==> src/rtl/synth_param_pkg.sv <==
// Shared types for the synth parameter-bus writer: bank encoding, request word
// and writer FSM states.
package synth_param_pkg;

    localparam int PARAM_ADR_W  = 7;
    localparam int PARAM_DATA_W = 8;

    typedef enum logic [1:0] {
        OSC = 2'd0,
        COM = 2'd1,
        M1  = 2'd2,
        M2  = 2'd3
    } param_bank_e;

    typedef struct packed {
        param_bank_e             bank;
        logic [PARAM_ADR_W-1:0]  adr;
        logic [PARAM_DATA_W-1:0] data;
    } param_req_t;

    typedef enum logic [1:0] {
        IDLE   = 2'd0,
        SETUP  = 2'd1,
        STROBE = 2'd2,
        HOLD   = 2'd3
    } wr_state_e;

    // Bit 0 osc, bit 1 com, bit 2 m1, bit 3 m2.
    function automatic logic [3:0] bank_onehot(input param_bank_e bank);
        return 4'b0001 << bank;
    endfunction

endpackage

==> src/rtl/param_wr_fifo.sv <==
// Synchronous FIFO of packed parameter requests; DEPTH must be a power of 2 (>= 2).
// Push while full and pop while empty are ignored.
module param_wr_fifo
    import synth_param_pkg::*;
#(
    parameter int DEPTH = 4
) (
    input  logic       clk,
    input  logic       rst,
    input  logic       push,
    input  param_req_t din,
    input  logic       pop,
    output param_req_t dout,
    output logic       full,
    output logic       empty
);

    localparam int AW = $clog2(DEPTH);

    // One extra pointer bit tells full from empty when the indices meet.
    logic [AW:0] wr_ptr;
    logic [AW:0] rd_ptr;
    param_req_t  mem [DEPTH];
    logic        do_push;
    logic        do_pop;

    assign do_push = push && !full;
    assign do_pop  = pop && !empty;

    assign empty = (wr_ptr == rd_ptr);
    assign full  = (wr_ptr[AW] != rd_ptr[AW]) && (wr_ptr[AW-1:0] == rd_ptr[AW-1:0]);
    assign dout  = mem[rd_ptr[AW-1:0]];

    always_ff @(posedge clk) begin
        if (rst) begin
            wr_ptr <= '0;
            rd_ptr <= '0;
        end else begin
            if (do_push) wr_ptr <= wr_ptr + (AW+1)'(1);
            if (do_pop)  rd_ptr <= rd_ptr + (AW+1)'(1);
        end
    end

    always_ff @(posedge clk) begin
        if (do_push) mem[wr_ptr[AW-1:0]] <= din;
    end

endmodule

==> src/rtl/param_bus_writer.sv <==
// Drives the synth parameter bus: setup / active-low write strobe / hold per request.
// Optional request FIFO enabled with macro PARAM_WR_FIFO_EN (default: single holding register).
module param_bus_writer
    import synth_param_pkg::*;
#(
    parameter int SETUP_CYC  = 2,
    parameter int STROBE_CYC = 4,
    parameter int HOLD_CYC   = 2,
    parameter int FIFO_DEPTH = 4
) (
    input  logic                    sCLK_XVXENVS,
    input  logic                    iRST,
    input  logic                    iREQ_VALID,
    input  logic [1:0]              iREQ_BANK,
    input  logic [PARAM_ADR_W-1:0]  iREQ_ADR,
    input  logic [PARAM_DATA_W-1:0] iREQ_DATA,
    output logic                    oREQ_READY,
    output logic [PARAM_DATA_W-1:0] data,
    output logic [PARAM_ADR_W-1:0]  adr,
    output logic                    write,
    output logic                    osc_sel,
    output logic                    com_sel,
    output logic                    m1_sel,
    output logic                    m2_sel,
    output logic                    oBUSY
);

    localparam int MAX_AB  = (SETUP_CYC > STROBE_CYC) ? SETUP_CYC : STROBE_CYC;
    localparam int MAX_CYC = (MAX_AB > HOLD_CYC) ? MAX_AB : HOLD_CYC;
    localparam int CNT_W   = (MAX_CYC > 1) ? $clog2(MAX_CYC) : 1;

    localparam logic [CNT_W-1:0] SETUP_LD  = CNT_W'(SETUP_CYC - 1);
    localparam logic [CNT_W-1:0] STROBE_LD = CNT_W'(STROBE_CYC - 1);
    localparam logic [CNT_W-1:0] HOLD_LD   = CNT_W'(HOLD_CYC - 1);

    wr_state_e        state;
    wr_state_e        state_n;
    logic [CNT_W-1:0] cnt;
    logic [CNT_W-1:0] cnt_n;
    logic [3:0]       sel_q;
    logic             pop;
    logic             pending;
    logic             accept;
    param_req_t       req_in;
    param_req_t       head;

    assign req_in = '{bank: param_bank_e'(iREQ_BANK), adr: iREQ_ADR, data: iREQ_DATA};
    assign accept = iREQ_VALID && oREQ_READY;

`ifdef PARAM_WR_FIFO_EN
    logic fifo_full;
    logic fifo_empty;

    param_wr_fifo #(
        .DEPTH (FIFO_DEPTH)
    ) u_fifo (
        .clk   (sCLK_XVXENVS),
        .rst   (iRST),
        .push  (accept),
        .din   (req_in),
        .pop   (pop),
        .dout  (head),
        .full  (fifo_full),
        .empty (fifo_empty)
    );

    assign pending    = !fifo_empty;
    assign oREQ_READY = !fifo_full;
`else
    logic hold_valid;

    // A pop only happens while hold_valid is set, when no accept is possible.
    always_ff @(posedge sCLK_XVXENVS) begin
        if (iRST) begin
            hold_valid <= 1'b0;
            head       <= '0;
        end else if (accept) begin
            hold_valid <= 1'b1;
            head       <= req_in;
        end else if (pop) begin
            hold_valid <= 1'b0;
        end
    end

    assign pending    = hold_valid;
    assign oREQ_READY = !hold_valid;
`endif

    always_comb begin
        state_n = state;
        cnt_n   = cnt;
        pop     = 1'b0;
        unique case (state)
            IDLE: begin
                if (pending) begin
                    state_n = SETUP;
                    cnt_n   = SETUP_LD;
                    pop     = 1'b1;
                end
            end
            SETUP: begin
                if (cnt == '0) begin
                    state_n = STROBE;
                    cnt_n   = STROBE_LD;
                end else begin
                    cnt_n = cnt - CNT_W'(1);
                end
            end
            STROBE: begin
                if (cnt == '0) begin
                    state_n = HOLD;
                    cnt_n   = HOLD_LD;
                end else begin
                    cnt_n = cnt - CNT_W'(1);
                end
            end
            HOLD: begin
                if (cnt == '0) begin
                    if (pending) begin
                        state_n = SETUP;
                        cnt_n   = SETUP_LD;
                        pop     = 1'b1;
                    end else begin
                        state_n = IDLE;
                    end
                end else begin
                    cnt_n = cnt - CNT_W'(1);
                end
            end
            default: state_n = IDLE;
        endcase
    end

    // Bus outputs are registered so write, adr and selects switch glitch-free.
    always_ff @(posedge sCLK_XVXENVS) begin
        if (iRST) begin
            state <= IDLE;
            cnt   <= '0;
            write <= 1'b1;
            sel_q <= '0;
            adr   <= '0;
            data  <= '0;
        end else begin
            state <= state_n;
            cnt   <= cnt_n;
            write <= (state_n != STROBE);
            if (pop) begin
                sel_q <= bank_onehot(head.bank);
                adr   <= head.adr;
                data  <= head.data;
            end else if (state_n == IDLE) begin
                sel_q <= '0;
            end
        end
    end

    assign osc_sel = sel_q[0];
    assign com_sel = sel_q[1];
    assign m1_sel  = sel_q[2];
    assign m2_sel  = sel_q[3];
    assign oBUSY   = (state != IDLE) || pending;

endmodule

==> config.mk <==
export PLATFORM = sky130hd
export DESIGN_NAME = param_bus_writer
export DESIGN_NICKNAME = d
export VERILOG_FILES = /design/src/rtl/synth_param_pkg.sv /design/src/rtl/param_wr_fifo.sv /design/src/rtl/param_bus_writer.sv
export SDC_FILE = /design/constraint.sdc
export NUM_CORES = 1
export LEC_CHECK = 0
export BUFFER_PORTS_ARGS = -buffer_cell sky130_fd_sc_hd__buf_2
export CAP_MARGIN = 20
export CORE_UTILIZATION = 30
export CTS_CLUSTER_SIZE = 20
export DETAILED_ROUTE_END_ITERATION = 6
export SLEW_MARGIN = 40
export SYNTH_ARGS = -nofsm -noshare
export SYNTH_HDL_FRONTEND = slang
export SYNTH_SLANG_ARGS = --single-unit
==> constraint.sdc <==
create_clock -name sCLK_XVXENVS -period 2.02 [get_ports sCLK_XVXENVS]
set_input_delay 0.202 -clock sCLK_XVXENVS [delete_from_list [all_inputs] [get_ports sCLK_XVXENVS]]
set_output_delay 0.202 -clock sCLK_XVXENVS [all_outputs]
set_load 0.02 [all_outputs]
# Word level (Yosys, flattened, before mapping)
# Cells that the tools add are included.
[word_totals]
regBits = 42
word_cells = 43
[op_classes]
addsub = 1
n_eq_ne = 4
shifts = 1
mux = 18
reduce_logical = 9
[ops]
columns = ["cell", "count"]
rows = [
  ["$mux 2", 8],
  ["$pmux 2 s4", 2],
  ["$mux 4", 2],
  ["$logic_not 2->1", 3],
  ["$reduce_bool 2->1", 3],
  ["$mux 1", 5],
  ["$eq 2x2->1 const B", 2],
  ["$shl 1x2->4 const A", 1],
  ["$eq 2x1->1 const B", 1],
  ["$ne 2x2->1 const B", 1],
  ["$pmux 1 s2", 1],
  ["$sub 2x1->2 const B", 1],
  ["$logic_and 1x1->1", 1],
  ["$logic_not 1->1", 1],
  ["$logic_or 1x1->1", 1],
]

# Depth between registers and ports, before layout
# Gate-level depths: netlist (run 1).
[logic_depth]
depth_word = 6
ltp_mapped = 8
mapped_depth_nobuf = 6

# Worst setup path after synthesis (run 1)
# No wires, ideal clock.
[synth_timing]
path_type = "register -> register"
start = "reg state[0]"
end = "reg sel_q[0]"
setup_time_ns = 0.128
arrival_ns = 1.601
t_required_ns = 1.892
setup_slack_ns = 0.291
path_stages_with_launch = 8
n_path_buf = 1
cell_sequence = "dfxtp_1 inv_1 ha_1 nand2b_2 o21ba_2 buf_2 a32oi_1 o21ai_2"
[synth_between]
elab_chain_cells = 4
elab_cells_between_ends = 13
classes_between = "eq/ne (3); mux (7); reduce/logical (3)"
[synth_lines]
columns = ["item", "line", "rtl"]
rows = [
  ["from (decl)", "param_bus_writer.sv:36", "wr_state_e state;"],
  ["from (signal assigned)", "param_bus_writer.sv:144", "state <= state_n;"],
  ["$eq 2x2->1 (tied with other cells)", "param_bus_writer.sv:93", "unique case (state)"],
  ["$pmux 2 s4", "param_bus_writer.sv:93", ""],
  ["$logic_not 2->1", "param_bus_writer.sv:151", "end else if (state_n == IDLE) begin"],
  ["$reduce_bool 2->1 (no source line)", "-", ""],
  ["to (signal assigned)", "param_bus_writer.sv:148", "sel_q <= bank_onehot(head.bank);"],
  ["to (decl)", "param_bus_writer.sv:40", "logic [3:0] sel_q;"],
]
# Parallel ways exist; a longest one is shown, timed or not.
# A chain may end at the register's enable or synchronous reset.

# Worst setup path after layout (run 1)
[layout_timing]
start = "reg state[0]"
end = "reg adr[3]"
[layout_between]
elab_chain_cells = 2
elab_cells_between_ends = 3
classes_between = "eq/ne (1); mux (1); reduce/logical (1)"
[layout_lines]
columns = ["item", "line", "rtl"]
rows = [
  ["$eq 2x2->1 / $logic_not 2->1 (equally long branches)", "param_bus_writer.sv:93", ""],
  ["$pmux 1 s2 *", "param_bus_writer.sv:93", ""],
  ["to (signal assigned)", "param_bus_writer.sv:149", "adr <= head.adr;"],
  ["to (decl)", "param_bus_writer.sv:19", "output logic [PARAM_ADR_W-1:0] adr,"],
]
# Every way passes the cells marked *; elsewhere a longest branch is shown, timed or not.

==> insert_results.sql, run 1 <==
INSERT INTO impl_metrics (metric_group, metric, value, unit) VALUES
('clock_network', 'postCtsSetupRepairBufs', '0', ''),
('route', 'dr.pass1.iters', '4', ''),
('clock_network', 'h-tree-depth', '2', ''),
('cells_and_area', 'fin_nets', '289', ''),
('timing', 'grt_setup_unrepaired', 'false', ''),
('power_and_ir_drop', 'ratio_of_total_power_to_cell_area', '1230', 'mW/mm2'),
('synthesis', 'synth.yosys.seq_area_share', '46.2', '%'),
('clock_network', 'ctsResizeCount', '0', ''),
('synthesis', 'synth_edf_count', '0', ''),
('flow_run', 'drv_cap', '0', ''),
('status', 'run_status', 'completed', ''),
('hold_path', 'holdPathStages', '2', ''),
('timing', 'hold_violations', '0', ''),
('power_and_ir_drop', 'report.power.total', '2.73', 'mW'),
('synthesis', 'synth_top_area_share', '46.2', '%'),
('route', 'detailedRoute.firstIterationViolations', '70', ''),
('critical_path', 'cp-startpoint', 'state[0]', ''),
('clock_network', 'cts_sinks', '42', ''),
('timing', 'worst-slew-pin-transition', '0.520', 'ns'),
('clock_network', 'cts-root-to-sink-buffers', '2', ''),
('synthesis', 'yosys.cell_types.count', '38', ''),
('clock_network', 'holdBufCountCts', '0', ''),
('critical_path', 'critical_path.reg2reg.startpoint', 'state[0]', ''),
('timing', 'fin_ws', '0.165', 'ns'),
('timing', 'worst_clock_skew', '0.00664', 'ns'),
('floorplan', 'initial_utilization', '32.0', '%'),
('timing', 'final-setup-viol-count', '0', ''),
('timing', 'final_period_minus_worst_setup_slack', '1.86', 'ns'),
('synthesis', 'mappedNetlistArea', '0.00182', 'mm2'),
('floorplan', 'row_count', '27', ''),
('grt', 'grt_util_all_layers', '13.9', '%'),
('synthesis', 'synth_most_common_cell', 'nand2_1', ''),
('route', 'routedWlPerCell', '12.0', 'um'),
('timing', 'slew_viol_final', '0', ''),
('timing', 'period_share', '91.8', '%'),
('cells_and_area', 'antenna_cells', '0', ''),
('grt', 'vias_in_the_first_global_route', '1485', ''),
('synthesis', 'netlist_top_cells_count', 'nand2_1, dfxtp_1, a21oi_1', ''),
('floorplan', 'placeableCoreArea', '0.00568', 'mm2'),
('critical_path', 'sequence_of_cells_on_the_critical_path', 'inv_1, ha_1, nand2b_2, or2_1, nand2_1, a21oi_1', ''),
('grt', 'grt_pass1_wl', '6.78', 'mm'),
('timing', 'tns', '0', 'ns'),
('synthesis', 'ys_ff_latch', '42', ''),
('synthesis', 'synth.area.top_cells', 'dfxtp_1, nand2_1, a21oi_1, ha_1, a32oi_1', ''),
('route', 'vias_per_cell', '4.62', ''),
('grt', 'antenna_found_initial', '0', ''),
('floorplan', 'pin_count', '42', ''),
('cells_and_area', 'post-route-util', '39.1', '%'),
('synthesis', 'postSynth.topFlopCell', 'dfxtp_1', ''),
('hold_path', 'hold_path.class', 'input pin to register', ''),
('route', 'detail_route.wirelength', '3.99', 'mm'),
('cells_and_area', 'area.growth.synth_to_final', '22.2', '%'),
('synthesis', 'synth.avg_cell_area', '8.42', 'um2'),
('clock_network', 'clk_root_buffer_cell', 'clkbuf_8', ''),
('critical_path', 'rr_worst_depth', '6', ''),
('critical_path', 'critPathLaunchType', 'register', ''),
('timing', 'timing.max_slew.rel_slack', '65.3', '%'),
('critical_path', 'setup.worst_path.end_class', 'register', ''),
('placed_design', 'portBuffers', '41', ''),
('floorplan', 'die_h', '79.8', 'um'),
('power_and_ir_drop', 'max-vdd-ir-drop', '0.393', 'mV'),
('floorplan', 'fp.dieW', '79.8', 'um'),
('route', 'final_antenna_net_count', '0', ''),
('synthesis', 'yosys.area.top_type', 'dfxtp_1', ''),
('hold_path', 'worst_hold_startpoint', 'iREQ_VALID', ''),
('critical_path', 'cp_data_arrival_time', '2.03', 'ns'),
('critical_path', 'criticalPathCategory', 'register to register', ''),
('synthesis', 'post_synth_inst_count', '216', ''),
('critical_path', 'critPathRequiredTime', '2.20', 'ns'),
('power_and_ir_drop', 'power.leakage', '0.916', 'nW'),
('clock_network', 'clkLatencyLatePin', '0.30', 'ns');
==> power breakdown <==
| part | leakage, nW | internal (mW) | switching [mW] |
|---|---|---|---|
| Clock | 0.0514 | 0.369 | 0.284 |
| Combinational | 0.522 | 0.426 | 0.640 |
| Sequential | 0.342 | 0.930 | 0.0795 |
==> cell families (layout without fill, tap and decap cells) <==
| group | count (synthesis) | count (layout) | share of synthesized area (%) |
|---|---|---|---|
| compound gates | 57 | 57 | 21.1 |
| simple gates | 89 | 89 | 21.3 |
| buf+inv | 18 | 63 | 4.68 |
| flops | 42 | 42 | 46.2 |
| mux | 1 | 1 | 0.551 |
| fa+ha+maj | 9 | 9 | 6.19 |
==> flip-flops by register name (all words and copies together), names as in the netlist <==
| register | flops |
|---|---|
| sel_q | 4 |
| adr | 7 |
| write | 1 |
| data | 8 |
| hold_valid | 1 |
| head | 17 |
| state | 2 |
| cnt | 2 |
==> area by class of cell <==
class                   count  area [um2]
well taps                  72        90.1
multi-input cells         156         892
clock buffers               6        72.6
flip-flops and latches     42         841
inverters                   6        22.5
repair buffers             49         265
clock inverters             2        37.5
fillers                   626        3450
==> per-stage QoR <==
step / instance area [um2] / hold slack (ns)
global route: 2220 / 0.133
CTS: 2220 / 0.120
detailed placement: 2110 / 0.432
global placement: 2110 / 0.428
finish: 2220 / 0.125
floorplan: 1820 / 0.312
==> layout by cell type, fill, tap and decap left out, types with 2 or more instances in the layout <==
master	count
nand2_1	71
dfxtp_1	42
buf_2	41
a21oi_1	34
ha_1	9
buf_4	8
inv_1	6
clkbuf_8	5
a32oi_1	4
o21ai_2	4
nor2b_1	3
nand2b_1	3
o21a_1	2
o22a_1	2
nor2_1	2
a211oi_1	2
==> worst max-delay path: cells and delay by family (launching register included) <==
kind,cells,cell delay (ns)
compound gates,1,0.07
fa+ha+maj,1,0.29
buf+inv,1,0.13
flops,1,0.44
simple gates,3,0.80
==> metal layers <==
layer | share of wire [%] | GRT usage (%)
met1 | 48 | 17.3
met2 | 46 | 22.6
met3 | 4.8 | 4.11
met4 | 1.6 | 5.36
met5 | 0 | 0
==> worst paths after layout <==
check / end / slack, ns
min: hold_valid / 0.13
min reg2reg: adr[0] / 0.45
max: adr[3] / 0.16
max reg2reg: adr[3] / 0.16
(Power assumes the default switching activity.)
==> run 2, diff against run 1 <==
Settings changed: CORE_ASPECT_RATIO from default to 1.5.
==> run 2 against run 1 <==
- clock skew is 0.0010 ns lower
- power is 5.8% lower
- routed wire length increased by 0.83%
- cell count shrank 1.2%
- fmax rose by 1.2%
- final area fell by 2.4%
- global-route usage shrank 0.41 points
- critical path type unchanged
- highest routed layer unchanged
==> insert_results.sql, run 2 (same netlist as run 1, synthesis figures left out) <==
INSERT INTO impl_metrics (metric_group, metric, value, unit) VALUES
('status', 'run_status', 'completed', ''),
('flow_run', 'drv_cap', '0', ''),
('placed_design', 'placedInstanceArea', '0.00209', 'mm2'),
('timing', 'grt_setup_unrepaired', 'false', ''),
('floorplan', 'dieArea', '0.00638', 'mm2'),
('clock_network', 'clkLatencyLatePin', '0.29', 'ns'),
('critical_path', 'critical_path.max_fanout', '8', ''),
('grt', 'vias_in_the_first_global_route', '1490', ''),
('floorplan', 'row_count', '34', ''),
('hold_path', 'worst_hold_startpoint', 'iREQ_VALID', ''),
('critical_path', 'critPathRequiredTime', '2.19', 'ns'),
('placed_design', 'portBuffers', '41', ''),
('cells_and_area', 'fillers', '623', ''),
('cells_and_area', 'fin_nets', '286', ''),
('timing', 'final-setup-viol-count', '0', ''),
('floorplan', 'fp.dieW', '65.6', 'um'),
('clock_network', 'tritoncts.num_buffers', '5', ''),
('power_and_ir_drop', 'power.leakage', '0.893', 'nW'),
('power_and_ir_drop', 'ratio_of_total_power_to_cell_area', '1190', 'mW/mm2'),
('clock_network', 'cts.reportedPaths.clkPinSlew', '0.08', 'ns'),
('cells_and_area', 'largest_register_ff_count', '17', ''),
('timing', 'worst_clock_skew', '0.00563', 'ns'),
('route', 'routed-via-count', '1574', ''),
('timing', 'hold_violations', '0', ''),
('critical_path', 'rr_worst_depth', '6', ''),
('cells_and_area', 'antenna_cells', '0', ''),
('cells_and_area', 'layout-drive-gt1-share', '26.1', '%'),
('critical_path', 'critical_path.reg2reg.startpoint', 'state[0]', ''),
('hold_path', 'min_delay_worst_endpoint', 'hold_valid', ''),
('critical_path', 'criticalPathCategory', 'register to register', ''),
('grt', 'grt_pass1_wl', '6.77', 'mm'),
('cells_and_area', 'stdcell_area', '0.00217', 'mm2'),
('grt', 'grt_remaining_overflow', '0', ''),
('clock_network', 'cts-root-to-sink-buffers', '2', ''),
('hold_path', 'holdPathStages', '2', ''),
('clock_network', 'clk_root_buffer_cell', 'clkbuf_8', ''),
('grt', 'antenna_found_initial', '0', ''),
('cells_and_area', 'finish.cell_count_without_fillers', '329', ''),
('grt', 'pin_count_of_the_biggest_net_entering_global_routing', '22', ''),
('clock_network', 'cts_sinks', '42', ''),
('hold_path', 'hold_path.class', 'input pin to register', ''),
('grt', 'grt_util_all_layers', '13.5', '%'),
('critical_path', 'critPathLaunchType', 'register', ''),
('floorplan', 'pin_count', '42', ''),
('clock_network', 'h-tree-depth', '2', ''),
('placed_design', 'number_of_placed_instances_taps_included', '322', ''),
('timing', 'worst-slew-pin-transition', '0.465', 'ns'),
('critical_path', 'reg2reg_setup_slack', '0.19', 'ns'),
('critical_path', 'cp_data_arrival_time', '2.00', 'ns'),
('power_and_ir_drop', 'max-vdd-ir-drop', '0.635', 'mV'),
('floorplan', 'placeableCoreArea', '0.00583', 'mm2'),
('route', 'detail_route.wirelength', '4.02', 'mm'),
('route', 'detailedRoute.firstIterationViolations', '73', ''),
('route', 'drc', '0', ''),
('cells_and_area', 'largest_register', 'head', ''),
('cells_and_area', 'post-route-util', '37.2', '%'),
('cells_and_area', 'final_cell_mix', 'nand2_1, dfxtp_1, buf_2, a21oi_1, ha_1', ''),
('floorplan', 'initial_utilization', '31.2', '%'),
('timing', 'tns', '0', 'ns'),
('route', 'routedWlPerCell', '12.2', 'um'),
('cells_and_area', 'layout.cells.most_common', 'nand2_1', ''),
('timing', 'timing.max_slew.rel_slack', '68.9', '%'),
('clock_network', 'holdBufCountCts', '0', ''),
('cells_and_area', 'area.growth.synth_to_final', '19.2', '%'),
('timing', 'final_period_minus_worst_setup_slack', '1.83', 'ns'),
('clock_network', 'cts_tree', 'yes', ''),
('critical_path', 'setup.worst_path.end_class', 'register', ''),
('route', 'dr.pass1.iters', '4', ''),
('placed_design', 'routabilityCongestion', '0.750', ''),
('route', 'vias_per_cell', '4.78', ''),
('route', 'final_antenna_net_count', '0', ''),
('timing', 'period_share', '90.8', '%'),
('timing', 'slew_viol_final', '0', ''),
('critical_path', 'r2r-end', 'write', ''),
('placed_design', 'detailedPlacementHpwl', '2.81', 'mm'),
('floorplan', 'die_h', '97.3', 'um'),
('cells_and_area', 'biggestRegsByFlops', 'head (17), data (8), adr (7)', ''),
('timing', 'max_freq', '545', 'MHz');
-- run 2: cell count changes in the layout (fill, tap and decap cells not counted) --
cell        change
buf_4           -3
bufinv_16       -1
clkbuf_1        -1
clkinv_2        +2
clkinvlp_4      -1
or2_1           -1
or2_2           +1
-- run 2: worst max-delay path by stage --
| stage | start | to | slack, ns | cells past startpoint |
|---|---|---|---|---|
| 3_5_place_dp | state[0] | adr[1] | 0.19 | 6 |
| 4_1_cts | state[0] | adr[1] | 0.17 | 6 |
| 3_3_place_gp | state[0] | write | 0.19 | 6 |
| 2_1_floorplan | state[0] | sel_q[0] | 0.29 | 7 |
| 6_report | state[0] | write | 0.19 | 6 |
| 5_1_grt | state[0] | write | 0.02 | 6 |
-- run 2: layout make-up --
class	instances	area, um2	area share (%)
Timing Repair Buffer	46	243	11.2
Sequential cell	42	841	38.8
Tap cell	72	90.1	4.16
Clock buffer	5	68.8	3.18
Multi-Input combinational cell	156	892	41.2
Inverter	6	22.5	1.04
Clock inverter	2	10.0	0.462
-- run 2: through the flow --
step	setup WS, ns	power (mW)	hold WS, ns
after global routing	0.0194	2.75	0.128
after CTS	0.169	2.59	0.129
after floorplan	0.291	1.83	0.312
after detailed placement	0.195	2.08	0.440
final	0.186	2.57	0.134
after global placement	0.189	2.07	0.434
-- run 2: where the power goes --
part           internal (mW)  switching, mW
Clock                  0.232          0.278
Sequential             0.930         0.0795
Combinational          0.408          0.643
-- run 2: metal layers --
layer / up-vias / share of wire, % / GRT usage (%)
li1: 802 / - / -
met1: 726 / 47 / 16.6
met2: 39 / 47 / 22.4
met3: 7 / 3.8 / 2.58
met4: 0 / 1.9 / 6.02
met5: - / 0 / 0
-- run 2: what timing repair did --
item                       CTS  global route
setup buffers                0             0
setup endpoints to repair    0             2
resized for setup            0             1
-- run 2: critical path: stages, from the launching register on --
cell and delay, ns:
dfxtp_1 0.43, inv_1 0.12, ha_1 0.33, a21bo_2 0.26
a22oi_2 0.29, nor2b_1 0.20, nand2_1 0.07
